[config.mk]
export PLATFORM = sky130hd
export DESIGN_NAME = multicycle_controller
export DESIGN_NICKNAME = d
export VERILOG_FILES = /design/src/rtl/pa_riscv.sv /design/src/rtl/multicycle_controller_alu_op_decoder.sv /design/src/rtl/multicycle_controller.sv
export SDC_FILE = /design/constraint.sdc
export NUM_CORES = 1
export LEC_CHECK = 0
export CAP_MARGIN = 20
export CORE_MARGIN = 4
export CORE_UTILIZATION = 35
export CTS_BUF_LIST = sky130_fd_sc_hd__clkbuf_4
export DETAILED_ROUTE_END_ITERATION = 8
export HOLD_SLACK_MARGIN = 0.02
export PLACE_DENSITY_LB_ADDON = 0.25
export SLEW_MARGIN = 20
export SYNTH_ARGS = -nofsm -noshare
export SYNTH_HDL_FRONTEND = slang
export SYNTH_SLANG_ARGS = --single-unit
[constraint.sdc]
create_clock -name i_clk -period 3.8 [get_ports i_clk]
set_input_delay 0.95 -clock i_clk [delete_from_list [all_inputs] [get_ports i_clk]]
set_output_delay 0.95 -clock i_clk [all_outputs]
set_load 0.05 [all_outputs]
[src/rtl/pa_riscv.sv]
// Shared RV32I constants for the multicycle core: opcodes, ALU operation
// encodings, datapath mux select encodings and the controller state type.
package pa_riscv;

  // Opcodes (IR[6:0])
  localparam logic [6:0] OP_LW      = 7'b0000011;
  localparam logic [6:0] OP_SW      = 7'b0100011;
  localparam logic [6:0] OP_R_TYPE  = 7'b0110011;
  localparam logic [6:0] OP_I_TYPE  = 7'b0010011;
  localparam logic [6:0] OP_B_TYPE  = 7'b1100011;
  localparam logic [6:0] OP_JAL     = 7'b1101111;

  // ALU operations, encoded as {funct7bit5, funct3}
  localparam logic [3:0] ALU_ADD    = 4'b0000;
  localparam logic [3:0] ALU_SUB    = 4'b1000;

  // ALU operand A select
  localparam logic [1:0] SRCA_PC    = 2'b00;
  localparam logic [1:0] SRCA_OLDPC = 2'b01;
  localparam logic [1:0] SRCA_RS1   = 2'b10;

  // ALU operand B select
  localparam logic [1:0] SRCB_RS2   = 2'b00;
  localparam logic [1:0] SRCB_IMM   = 2'b01;
  localparam logic [1:0] SRCB_FOUR  = 2'b10;

  // Result bus select
  localparam logic [1:0] RES_ALUOUT = 2'b00;
  localparam logic [1:0] RES_DATA   = 2'b01;
  localparam logic [1:0] RES_ALU    = 2'b10;

  // Main controller states
  typedef enum logic [3:0] {
    S_FETCH,
    S_DECODE,
    S_MEMADR,
    S_MEMREAD,
    S_MEMWB,
    S_MEMWRITE,
    S_EXECUTER,
    S_EXECUTEI,
    S_ALUWB,
    S_BEQ,
    S_JAL
  } mc_state_e;

endpackage

[src/rtl/multicycle_controller_alu_op_decoder.sv]
// ALU operation decoder. Outside the execute states the ALU is only used
// for address/PC arithmetic, so it defaults to ADD.
module alu_op_decoder
  import pa_riscv::*;
(
  input  logic [6:0] i_operand,
  input  logic [2:0] i_funct3,
  input  logic       i_funct7bit5,
  input  logic       i_execute,
  output logic [3:0] o_aluLogicOperation
);

  // Select the instruction's own ALU op only while executing it
  always_comb begin
    o_aluLogicOperation = ALU_ADD;
    if (i_execute) begin
      case (i_operand)
        OP_R_TYPE: o_aluLogicOperation = {i_funct7bit5, i_funct3};
        OP_I_TYPE: o_aluLogicOperation = {1'b0, i_funct3};
        OP_B_TYPE: o_aluLogicOperation = ALU_SUB;
        default:   o_aluLogicOperation = ALU_ADD;
      endcase
    end
  end

endmodule

[src/rtl/multicycle_controller.sv]
// Main FSM of the multicycle RV32I core. Sequences fetch, decode, execute,
// memory and writeback over a shared memory with a ready handshake.
// Optional feature macro: MULTICYCLE_PERF_CNT_EN adds cycle and
// retired-instruction counters (o_cycleCount, o_instRetCount).
module multicycle_controller
  import pa_riscv::*;
#(
  parameter int COUNT_W = 32
) (
  input  logic               i_clk,
  input  logic               i_rst,
  input  logic [6:0]         i_operand,
  input  logic [2:0]         i_funct3,
  input  logic               i_funct7bit5,
  input  logic               i_zeroFlag,
  input  logic               i_memReady,
  output logic               o_memReq,
  output logic               o_memWriteEn,
  output logic               o_adrSrc,
  output logic               o_irWriteEn,
  output logic               o_pcWriteEn,
  output logic               o_regWriteEn,
  output logic [1:0]         o_aluSrcA,
  output logic [1:0]         o_aluSrcB,
  output logic [1:0]         o_resultSrc,
  output logic [3:0]         o_aluLogicOperation,
`ifdef MULTICYCLE_PERF_CNT_EN
  output logic [COUNT_W-1:0] o_cycleCount,
  output logic [COUNT_W-1:0] o_instRetCount,
`endif
  output logic               o_illegal
);

  if (COUNT_W < 1) begin : g_bad_count_w
    $error("COUNT_W must be at least 1");
  end

  mc_state_e state_q, state_d;
  logic      alu_execute;

  // State register; reset abandons any in-flight access
  always_ff @(posedge i_clk or posedge i_rst) begin
    if (i_rst) state_q <= S_FETCH;
    else       state_q <= state_d;
  end

  // Next-state and per-state output decode
  always_comb begin
    state_d      = state_q;
    o_memReq     = 1'b0;
    o_memWriteEn = 1'b0;
    o_adrSrc     = 1'b0;
    o_irWriteEn  = 1'b0;
    o_pcWriteEn  = 1'b0;
    o_regWriteEn = 1'b0;
    o_aluSrcA    = SRCA_PC;
    o_aluSrcB    = SRCB_RS2;
    o_resultSrc  = RES_ALUOUT;
    o_illegal    = 1'b0;
    alu_execute  = 1'b0;
    case (state_q)
      S_FETCH: begin
        o_memReq    = 1'b1;
        o_aluSrcA   = SRCA_PC;
        o_aluSrcB   = SRCB_FOUR;
        o_resultSrc = RES_ALU;
        o_irWriteEn = i_memReady;
        o_pcWriteEn = i_memReady;
        if (i_memReady) state_d = S_DECODE;
      end
      S_DECODE: begin
        o_aluSrcA = SRCA_OLDPC;
        o_aluSrcB = SRCB_IMM;
        case (i_operand)
          OP_LW, OP_SW: state_d = S_MEMADR;
          OP_R_TYPE:    state_d = S_EXECUTER;
          OP_I_TYPE:    state_d = S_EXECUTEI;
          OP_B_TYPE:    state_d = S_BEQ;
          OP_JAL:       state_d = S_JAL;
          default: begin
            o_illegal = 1'b1;
            state_d   = S_FETCH;
          end
        endcase
      end
      S_MEMADR: begin
        o_aluSrcA = SRCA_RS1;
        o_aluSrcB = SRCB_IMM;
        state_d   = (i_operand == OP_SW) ? S_MEMWRITE : S_MEMREAD;
      end
      S_MEMREAD: begin
        o_memReq    = 1'b1;
        o_adrSrc    = 1'b1;
        o_resultSrc = RES_ALUOUT;
        if (i_memReady) state_d = S_MEMWB;
      end
      S_MEMWB: begin
        o_resultSrc  = RES_DATA;
        o_regWriteEn = 1'b1;
        state_d      = S_FETCH;
      end
      S_MEMWRITE: begin
        o_memReq     = 1'b1;
        o_memWriteEn = 1'b1;
        o_adrSrc     = 1'b1;
        o_resultSrc  = RES_ALUOUT;
        if (i_memReady) state_d = S_FETCH;
      end
      S_EXECUTER: begin
        o_aluSrcA   = SRCA_RS1;
        o_aluSrcB   = SRCB_RS2;
        alu_execute = 1'b1;
        state_d     = S_ALUWB;
      end
      S_EXECUTEI: begin
        o_aluSrcA   = SRCA_RS1;
        o_aluSrcB   = SRCB_IMM;
        alu_execute = 1'b1;
        state_d     = S_ALUWB;
      end
      S_ALUWB: begin
        o_resultSrc  = RES_ALUOUT;
        o_regWriteEn = 1'b1;
        state_d      = S_FETCH;
      end
      S_BEQ: begin
        o_aluSrcA   = SRCA_RS1;
        o_aluSrcB   = SRCB_RS2;
        o_resultSrc = RES_ALUOUT;
        o_pcWriteEn = i_zeroFlag;
        alu_execute = 1'b1;
        state_d     = S_FETCH;
      end
      S_JAL: begin
        // Branch target was computed into aluOut during DECODE; here the
        // ALU forms the link address oldPC+4 for the ALUWB writeback.
        o_aluSrcA   = SRCA_OLDPC;
        o_aluSrcB   = SRCB_FOUR;
        o_resultSrc = RES_ALUOUT;
        o_pcWriteEn = 1'b1;
        state_d     = S_ALUWB;
      end
      default: state_d = S_FETCH;
    endcase
  end

  alu_op_decoder u_alu_op_decoder (
    .i_operand           (i_operand),
    .i_funct3            (i_funct3),
    .i_funct7bit5        (i_funct7bit5),
    .i_execute           (alu_execute),
    .o_aluLogicOperation (o_aluLogicOperation)
  );

`ifdef MULTICYCLE_PERF_CNT_EN
  logic [COUNT_W-1:0] cycle_count_q, cycle_count_d;
  logic [COUNT_W-1:0] inst_ret_count_q, inst_ret_count_d;
  logic               retire;

  // Retirement is any return to FETCH that completed an instruction
  always_comb begin
    retire = (state_d == S_FETCH) &&
             ((state_q == S_MEMWB) || (state_q == S_MEMWRITE) ||
              (state_q == S_ALUWB) || (state_q == S_BEQ));
    cycle_count_d    = cycle_count_q + 1'b1;
    inst_ret_count_d = inst_ret_count_q + {{(COUNT_W-1){1'b0}}, retire};
  end

  // Free-running wrapping performance counters
  always_ff @(posedge i_clk or posedge i_rst) begin
    if (i_rst) begin
      cycle_count_q    <= '0;
      inst_ret_count_q <= '0;
    end else begin
      cycle_count_q    <= cycle_count_d;
      inst_ret_count_q <= inst_ret_count_d;
    end
  end

  assign o_cycleCount   = cycle_count_q;
  assign o_instRetCount = inst_ret_count_q;
`endif

endmodule
==> flow_summary.ini <==
[global_routing]
grt_pass1_wl_um = 2880
grt_max_degree = 20
grtUsageTotal = 0.145
grt_pass1_vias = 619
overflow = 0
grt_antenna_before_repair = 0

[min_path]
whs_endpoint = state_q[0]
hp-class = reg2reg
whs_path_depth = 1
hp-start = state_q[3]

[critical_path]
start_kind = input pin
critPathTopFamily = buffers and inverters
r2r-end = state_q[3]
crit_arrival_ps = 2510
reg2reg_from = state_q[0]
reg2reg_depth = 4
required_ps = 2850
r2r_slack_ps = 2120
endpoint_kind = output pin
slowest_stage = clkdlybuf4s50_1
crit_chain = clkdlybuf4s50_1, and4b_1, and4_1, a2bb2oi_1, nor2b_1, buf_12
max_stage_delay_ps = 590
worstPathMaxFanout = 8
path_class = in2out
crit_buf_inv = 2

[synthesis]
synth.net_count = 101
ys_seq_elements = 4
synthDistinctLibCells = 40
synth_top_cell_by_area = dfrtp_1
yosysSeqAreaShare = 0.163
synthCells = 86
yosysTopAreaCellShare = 0.163
avgSynthCellArea_sq_um = 7.14
syn_area_sq_um = 614
synth_area_leaders = dfrtp_1 (16%), nand3_1 (4.9%), nor3_1 (4.9%), nand2_1 (4.9%), and2_1 (4.1%)
ys.warnings.count = 0

[sta]
finalHoldViolations = 0
finalSetupViolations = 0
period_minus_slack_ps = 3460
max_freq_ghz = 0.289
rsz0062_at_grt = false
tightest_slew_ps = 606
hold_ws_ps = 740
fin_setup_tns_ps = 0
max_slew_margin = 0.596
fin_crit_sh = 0.910
maxSlewViolCount = 0
clock_skew_ps = 0.320

[clock_network]
cts.clk_slew.worst_paths_ps = 40
cts_buffers = 3
cts-root-buf = clkbuf_4
cts_max_path_buffers = 2
cts_sinks = 4
cts.htree.levels = 1
insertion_delay_ps = 230
hold_buffers = 0
cts_tree = done
cts-resized-gates = 0
post_cts_buffers = 0

[run]
max_cap_violations = 0

[drt]
remaining_drc_errors = 0
vias = 727
post_drt_via_cell_ratio = 5.59
drt_iter0_drc = 19
avgRoutedWirePerCell_um = 13.4
antenna_left = 0
drtPass1Iterations = 4
routed_wl_um = 1740

[final_layout]
fin_area_sq_um = 996
top_register = state_q
areaGrowthSynthToFinish_pct = 62.1
drive_above_1_share = 0.132
layout.nets = 131
largest_reg_flops = 4
num_antenna_cells = 0
final_core_util = 0.632
largestRegisters = state_q: 4 flops

[floorplan]
ios = 32
initial_utilization = 0.390
die_h_um = 49.9
placementRows = 14
die_x_um = 49.9
core_sq_mm = 0.00158
dieArea_sq_mm = 0.00249

[power]
p_total_uw = 222
power.leakage_nw = 0.401
peakVddDrop_uv = 154
powerDensity_mw_per_mm2 = 223

[placement]
hpwl_um = 1360
port_buffers = 31
gp_congestion = 0.746
post_dp_cell_area_sq_um = 973

[status]
status = completed
==> layout by cell type (no fill, tap or decap), drive strengths merged, types with 3 or more instances in the layout <==
cell type	n
dfrtp	4
inv	3
nor2	4
a21oi	3
nor2b	3
o21ai	5
and2	4
or2	3
nor3	6
clkbuf	3
buf	7
nand2	8
nand3	6
clkdlybuf4s50	24
==> kinds of logic (layout without fill, tap and decap cells) <==
| logic type | after synthesis | count (layout) | share of synthesized area |
|---|---|---|---|
| AOI/OAI and AO/OA | 18 | 18 | 0.208 |
| xor gates and xnor gates | 4 | 4 | 0.0570 |
| buffers and inverters | 9 | 37 | 0.0652 |
| DFF | 4 | 4 | 0.163 |
| muxes | 1 | 1 | 0.0163 |
| and+or+nand+nor | 50 | 50 | 0.491 |
==> through the flow <==
step	cells	setup slack [ps]
3_5_place_dp	127	341
3_3_place_gp	127	399
5_1_grt	130	260
6_report	130	342
4_1_cts	130	339
2_1_floorplan	86	487
==> area by class of cell <==
class	instances	area, sq um
clock buffer	3	22.5
fill	144	581
inverter	3	11.3
multi-input combinational	73	474
sequential	4	100
tap	16	20.0
timing repair buffer	31	368
==> cells in the mapped netlist <==
cell / instances
xnor2_1: 2
nor4_1: 1
nand2b_1: 1
a21oi_1: 3
buf_2: 5
clkbuf_1: 1
o32ai_1: 1
a211oi_2: 1
and4_1: 2
nand2_1: 8
nor2b_1: 3
nor4b_2: 1
nand3b_1: 1
o31a_1: 2
nor3_1: 6
or2_2: 2
and3_1: 2
o21ai_1: 2
dfrtp_1: 4
or3b_1: 1
nor2_1: 4
or2_1: 1
o21ai_0: 3
a2bb2oi_1: 1
and2_1: 4
o32a_1: 1
mux2i_1: 1
a22o_1: 1
nand3_1: 6
inv_2: 1
a21o_1: 1
or3_1: 2
nand4bb_1: 2
a31oi_1: 1
nor3b_1: 1
xor2_1: 2
and2b_1: 1
a211oi_1: 1
and4b_1: 1
inv_1: 2
==> metal layers <==
| layer | vias to the layer above | track usage | wire [um] |
|---|---|---|---|
| met3 | 0 | 0.00301 | 50 |
| met2 | 20 | 0.238 | 916 |
| li1 | 374 | - | - |
| met5 | - | 0 | 0 |
| met4 | 0 | 0.0553 | 0 |
| met1 | 333 | 0.201 | 769 |
==> power breakdown <==
group,leakage (nW),switching (mW),internal [mW]
clock,0.0138,0.0156,0.0352
sequential,0.0543,0.00702,0.0444
combinational,0.333,0.0686,0.0514
==> how the worst max path moves through the flow <==
stage	cells after the start	slack, ps	endpoint	start
detailed placement	6	340	o_illegal	i_operand[4]
global placement	6	400	o_illegal	i_operand[4]
CTS	6	340	o_illegal	i_operand[4]
global route	6	260	o_illegal	i_operand[4]
finish	6	340	o_illegal	i_operand[4]
floorplan	3	490	o_irWriteEn	state_q[1]
Power figures use the tool's default switching activity.
